[src/rtl/cordic_ctrl_pkg.sv]
// cordic_ctrl_pkg: shared types and helpers for the CORDIC controller.
// Holds the FSM state enum and the hyperbolic repeat schedule.
package cordic_ctrl_pkg;

  typedef enum logic [1:0] {
    S_IDLE,
    S_LOAD,
    S_ITER,
    S_DONE
  } state_e;

  // Hyperbolic shifts issued twice to keep the series convergent
  localparam int unsigned HYP_REP_0 = 4;
  localparam int unsigned HYP_REP_1 = 13;
  localparam int unsigned HYP_REP_2 = 40;

  function automatic int iter_w(input int max_iter);
    return $clog2(max_iter + 1);
  endfunction

  function automatic logic is_hyp_repeat(input int unsigned s);
    return s == HYP_REP_0 || s == HYP_REP_1 || s == HYP_REP_2;
  endfunction

endpackage

[src/rtl/cordic_shift_gen.sv]
// cordic_shift_gen: per-step shift index for the CORDIC core.
// Circular counts from 0; hyperbolic from 1 with repeated indices.
module cordic_shift_gen
  import cordic_ctrl_pkg::*;
(
  input  logic       clk,
  input  logic       rst_n,
  input  logic       system_i,
  input  logic       start_i,
  input  logic       advance_i,
  output logic [4:0] shift_o
);

  logic [4:0] shift_q, shift_d;
  logic       rep_q, rep_d;
  logic       hold;

  assign hold = !system_i && !rep_q
             && is_hyp_repeat(32'(shift_q));

  always_comb begin
    shift_d = shift_q;
    rep_d   = rep_q;
    unique case (1'b1)
      start_i: begin
        shift_d = system_i ? 5'd0 : 5'd1;
        rep_d   = 1'b0;
      end
      advance_i && hold: rep_d = 1'b1;
      advance_i && !hold: begin
        shift_d = shift_q + 5'd1;
        rep_d   = 1'b0;
      end
      default: ;
    endcase
  end

  always_ff @(posedge clk or negedge rst_n) begin
    if (!rst_n) begin
      shift_q <= '0;
      rep_q   <= 1'b0;
    end else begin
      shift_q <= shift_d;
      rep_q   <= rep_d;
    end
  end

  assign shift_o = shift_q;

endmodule

[src/rtl/cordic_controller.sv]
// cordic_controller: sequences one CORDIC operation through the core:
// load, n shifted steps with overflow abort, then a held response.
module cordic_controller
  import cordic_ctrl_pkg::*;
#(
  parameter int p_WIDTH    = 32,
  parameter int p_MAX_ITER = 24
) (
  input  logic                          clk,
  input  logic                          rst_n,
  input  logic                          req_valid,
  output logic                          req_ready,
  input  logic [p_WIDTH-1:0]            req_x,
  input  logic [p_WIDTH-1:0]            req_y,
  input  logic [p_WIDTH-1:0]            req_z,
  input  logic                          req_system,
  input  logic                          req_mode,
  input  logic [iter_w(p_MAX_ITER)-1:0] req_num_iter,
  output logic                          rsp_valid,
  input  logic                          rsp_ready,
  output logic [p_WIDTH-1:0]            rsp_x,
  output logic [p_WIDTH-1:0]            rsp_y,
  output logic [p_WIDTH-1:0]            rsp_z,
  output logic                          rsp_overflow,
  output logic [iter_w(p_MAX_ITER)-1:0] rsp_iter,
  output logic                          busy,
  output logic                          core_load,
  output logic [p_WIDTH-1:0]            core_x_in,
  output logic [p_WIDTH-1:0]            core_y_in,
  output logic [p_WIDTH-1:0]            core_z_in,
  output logic                          core_system,
  output logic                          core_mode,
  output logic                          core_step,
  output logic [4:0]                    core_shift,
  input  logic [p_WIDTH-1:0]            core_x_out,
  input  logic [p_WIDTH-1:0]            core_y_out,
  input  logic [p_WIDTH-1:0]            core_z_out,
  input  logic                          core_overflow
);

  localparam int NW = iter_w(p_MAX_ITER);
  localparam logic [NW-1:0] MAXN = NW'(p_MAX_ITER);

  state_e              state_q, state_d;
  logic [p_WIDTH-1:0]  x_q, y_q, z_q;
  logic [p_WIDTH-1:0]  rx_q, ry_q, rz_q;
  logic                sys_q, mode_q;
  logic [NW-1:0]       n_q, cnt_q, cnt_d;
  logic                ovf_q, ovf_d;
  logic                stepped_q, first_q;
  logic                accept, ovf_now, in_done;
  logic [4:0]          shift;

  assign accept  = req_valid && state_q == S_IDLE;
  assign ovf_now = stepped_q && core_overflow;
  assign in_done = state_q == S_DONE;

  always_comb begin
    state_d   = state_q;
    cnt_d     = cnt_q;
    ovf_d     = ovf_q;
    core_load = 1'b0;
    core_step = 1'b0;
    case (state_q)
      S_IDLE: if (req_valid) state_d = S_LOAD;
      S_LOAD: begin
        core_load = 1'b1;
        cnt_d     = '0;
        ovf_d     = 1'b0;
        state_d   = (n_q == '0) ? S_DONE : S_ITER;
      end
      S_ITER: begin
        if (ovf_now) begin
          ovf_d   = 1'b1;
          state_d = S_DONE;
        end else begin
          core_step = 1'b1;
          cnt_d     = cnt_q + 1'b1;
          if (cnt_d == n_q) state_d = S_DONE;
        end
      end
      S_DONE: begin
        // overflow on the final step is only visible here
        ovf_d = ovf_q | ovf_now;
        if (rsp_ready) state_d = S_IDLE;
      end
      default: state_d = S_IDLE;
    endcase
  end

  always_ff @(posedge clk or negedge rst_n) begin
    if (!rst_n) begin
      state_q   <= S_IDLE;
      x_q       <= '0;
      y_q       <= '0;
      z_q       <= '0;
      sys_q     <= 1'b0;
      mode_q    <= 1'b0;
      n_q       <= '0;
      cnt_q     <= '0;
      ovf_q     <= 1'b0;
      stepped_q <= 1'b0;
      first_q   <= 1'b0;
      rx_q      <= '0;
      ry_q      <= '0;
      rz_q      <= '0;
    end else begin
      state_q   <= state_d;
      cnt_q     <= cnt_d;
      ovf_q     <= ovf_d;
      stepped_q <= core_step;
      first_q   <= state_d == S_DONE && state_q != S_DONE;
      if (accept) begin
        x_q    <= req_x;
        y_q    <= req_y;
        z_q    <= req_z;
        sys_q  <= req_system;
        mode_q <= req_mode;
        n_q    <= (req_num_iter > MAXN) ? MAXN : req_num_iter;
      end
      if (first_q) begin
        rx_q <= core_x_out;
        ry_q <= core_y_out;
        rz_q <= core_z_out;
      end
    end
  end

  cordic_shift_gen u_shift (
    .clk       (clk),
    .rst_n     (rst_n),
    .system_i  (sys_q),
    .start_i   (state_q == S_LOAD),
    .advance_i (core_step),
    .shift_o   (shift)
  );

  assign req_ready    = state_q == S_IDLE;
  assign busy         = state_q != S_IDLE;
  assign rsp_valid    = in_done;
  // core outputs settle on DONE entry; registered copies hold afterwards
  assign rsp_x        = !in_done ? '0 : first_q ? core_x_out : rx_q;
  assign rsp_y        = !in_done ? '0 : first_q ? core_y_out : ry_q;
  assign rsp_z        = !in_done ? '0 : first_q ? core_z_out : rz_q;
  assign rsp_overflow = in_done && (ovf_q || ovf_now);
  assign rsp_iter     = in_done ? cnt_q : '0;
  assign core_x_in    = x_q;
  assign core_y_in    = y_q;
  assign core_z_in    = z_q;
  assign core_system  = sys_q;
  assign core_mode    = mode_q;
  assign core_shift   = core_step ? shift : '0;

endmodule

[config.mk]
export PLATFORM = sky130hd
export DESIGN_NAME = cordic_controller
export DESIGN_NICKNAME = d
export VERILOG_FILES = /design/src/rtl/cordic_ctrl_pkg.sv /design/src/rtl/cordic_shift_gen.sv /design/src/rtl/cordic_controller.sv
export SDC_FILE = /design/constraint.sdc
export NUM_CORES = 1
export LEC_CHECK = 0
export CAP_MARGIN = 0
export CORE_AREA = 5 5 160 162
export DETAILED_ROUTE_END_ITERATION = 10
export DIE_AREA = 0 0 165 167
export DONT_BUFFER_PORTS = 1
export SLEW_MARGIN = 20
export SYNTH_ARGS = -nofsm -noshare
export SYNTH_HDL_FRONTEND = slang
export SYNTH_SLANG_ARGS = --single-unit
[constraint.sdc]
create_clock -name clk -period 1.8 [get_ports clk]
set_input_delay 0.27 -clock clk [delete_from_list [all_inputs] [get_ports clk]]
set_output_delay 0.27 -clock clk [all_outputs]
set_load 0.03 [all_outputs]
==> results_dict.tcl <==
set metrics [dict create \
    drcViolationCount 0 \
    cts_root_buffer "clkbuf_16" \
    drtIter0Drc 561 \
    overflow 0 \
    cp_cell_sequence "buf_12 -> buf_16 -> mux2_4 -> and2_4" \
    avgRoutedWirePerCell_um 20.1 \
    syn-num-nets 1065 \
    synthCells 857 \
    ys_types 37 \
    grt_max_degree 216 \
    maxCapViolCount 0 \
    yosys_register_bits 215 \
    cp_slowest_cell "dfrtp_4" \
    rsz0062_at_grt "true" \
    io_pins 414 \
    slew-limit-headroom_pct 74.0 \
    cts_tree "built" \
    drive_above_1_share_pct 27.9 \
    grt_pass1_wl_mm 40.8 \
    htree_levels 1 \
    worstReg2RegStart "first_q" \
    setup_ws_ns -0.323 \
    yosysTopAreaCellShare_pct 59.4 \
    grt_pass1_vias 7346 \
    power_density_nw_per_um2 1930 \
    dieWidth_um 165 \
    yosysMostFrequentCell "nand2_1" \
    antenna_found_initial 5 \
    hold-worst-slack_ns -0.536 \
    hpwlAfterDp_mm 17.3 \
    routed_wl_mm 28.8 \
    cts.sinks 215 \
    dpl_cell_area_um2 9540 \
    fmax_ghz 0.471 \
    tightest_slew_ns 0.389 \
    final_cell_area_um2 13100 \
    critPathLaunch "first_q" \
    min_period_ns 2.12 \
    finClkSkew_ns 0.00937 \
    cp.arrival_ns 1.85 \
    cts_buffer_depth 3 \
    num_rows 57 \
    ff2ff_setup_slack_ns 0.04 \
    cp-end-kind "output port" \
    critPathKind "reg -> out" \
    vdd_drop_max_uv 1090 \
    worstSetupEndpoint "rsp_x[7]" \
    avgSynthCellArea_um2 10.6 \
    path_buf_inv 2 \
    regToRegEndpoint "ry_q[0]" \
    start_util_pct 37.8 \
    synthTopCellsByCount "nand2_1 (319), dfrtp_1 (215), and2_1 (98)" \
    path_delay_family "flip-flops" \
    grt.total_usage_pct 18.2 \
    violations "hold timing, setup timing" \
    setup_violations 99 \
    io_buffers 0 \
    gp_congestion 0.789 \
    worstPathRequired_ns 1.53 \
    synth_edf_count 0 \
    tns_ns -26.68 \
    finalCritPeriodShare_pct 118 \
    path_clk_slew_ns 0.06 \
    status "finished, violations left" \
    cpPeakStageDelay_ns 0.50 \
    synth_seq_area_share_pct 59.4 \
    path_max_fanout 11 \
    hold_violations 215 \
    clk_latency_ns 0.50 \
    drv_slew 0 \
    path_depth 4 \
    netlist_area_um2 9050 \
    yosysWarnings 0 \
    numCtsBuffers 24 \
    routed_via_density 4.90 \
    nets 1301 \
    startpoint_type "register" \
    dieArea_um2 27600 \
    worstHoldPathType "in -> async" \
    synth.area.top_cells "dfrtp_1 (59%), nand2_1 (13%), mux2_2 (12%)" \
    dr.pass1.iters 5 \
    route.vias.total 7036 \
    synthArstFlopShare_pct 100 \
    coreArea_um2 24000 \
    leakage_nw 6.22 \
    synthFlopType "dfrtp_1" \
    rr_worst_depth 4 \
    fp.dieH_um 167 \
    synth_top_area_cell "dfrtp_1" \
    syn_to_final_growth_pct 44.8 \
    ant_nets 0 \
]
routing by layer:
| metal | share of wire [%] | global-route usage, % |
|---|---|---|
| met1 | 36 | 21.5 |
| met2 | 51 | 31.4 |
| met3 | 11 | 6.70 |
| met4 | 1.7 | 4.59 |
| met5 | 0 | 0 |
logic make-up after synthesis:
family,count (synthesis),share of synthesized area (%)
AND/OR/NAND/NOR,455,22.4
flip-flops,215,59.4
buffers and inverters,56,2.85
multiplexers,99,12.3
XOR/XNOR,8,0.926
adder cells (fa/ha/maj),4,0.553
AO/OA/AOI/OAI,20,1.52
per-stage QoR:
stage               util (%)  hold WS (ns)  std cells  total power [W]  setup WS [ns]
CTS                     52.8        -0.569       1412           0.0242         -0.394
global placement        39.8       -0.0214       1166           0.0177          0.115
floorplan                  -       -0.0256        857           0.0161       0.000554
finish                  54.7        -0.536       1436           0.0253         -0.323
global route            54.7        -0.574       1436           0.0266         -0.373
detailed placement      39.8       -0.0217       1166           0.0179         0.0808
worst register-to-register path, cell delays in order, from the launching register on:
cell	delay, ns
dfrtp_4	0.50
buf_12	0.16
buf_12	0.15
mux2_2	0.28
dlygate4sd3_1	0.55
state kept, by name, indices dropped and copies added, names as in the netlist:
signal	flops
stepped_q	1
core_x_in	32
state_q	2
rx_q	32
core_y_in	32
core_mode	1
ovf_q	1
u_shift.rep_q	1
rz_q	32
core_system	1
core_z_in	32
first_q	1
cnt_q	5
ry_q	32
n_q	5
u_shift.shift_o	5
repair_timing:
item,in CTS,in global routing
buffers inserted,7,12
hold buffers,199,1
endpoints found under the setup margin,107,105
pin swaps,1,1
hold endpoints to repair,415,216
gates resized for setup,154,93
gates cloned,0,8
cell usage in the layout, fill, tap and decap left out, drive strengths merged, types with 5 or more instances in the layout:
| cell type | synthesis | routed |
|---|---|---|
| diode | 0 | 5 |
| o21ai | 8 | 8 |
| buf | 24 | 52 |
| xnor2 | 5 | 5 |
| nand2 | 319 | 319 |
| mux2 | 97 | 97 |
| nor2 | 9 | 9 |
| nand3 | 10 | 10 |
| dlygate4sd3 | 0 | 200 |
| and2 | 98 | 98 |
| clkbuf | 23 | 38 |
| dfrtp | 215 | 215 |
| and3 | 8 | 8 |
| a21oi | 5 | 5 |
| inv | 9 | 9 |
worst min path at each step:
stage                     cells after the start            end  slack, ns   from
after detailed placement                      0  core_z_in[20]      -0.02  rst_n
after global placement                        0  core_z_in[20]      -0.02  rst_n
after floorplan                               0       cnt_q[0]      -0.03  rst_n
after CTS                                     0   core_z_in[9]      -0.57  rst_n
after global routing                          0   core_z_in[9]      -0.57  rst_n
final                                         0  core_z_in[20]      -0.54  rst_n
area by class of cell:
type                       instances  area, µm²
fill                            1930      10900
antenna                            5       12.5
clock buffer                      33        686
clock inverter                     7        135
timing repair buffer             257       2700
sequential                       215       5390
inverter                           9       36.3
multi-input combinational        586       3750
tap                              324        405
report_power, final:
group / internal [W] / total (W) / leakage [nW] / switching [W]
Clock: 0.00321 / 0.00508 / 0.404 / 0.00187
Combinational: 0.00432 / 0.00976 / 3.18 / 0.00544
Sequential: 0.00711 / 0.0105 / 2.63 / 0.00338
Total: 0.0146 / 0.0253 / 6.22 / 0.0107
Note: power is estimated with default switching activity, not from simulation.
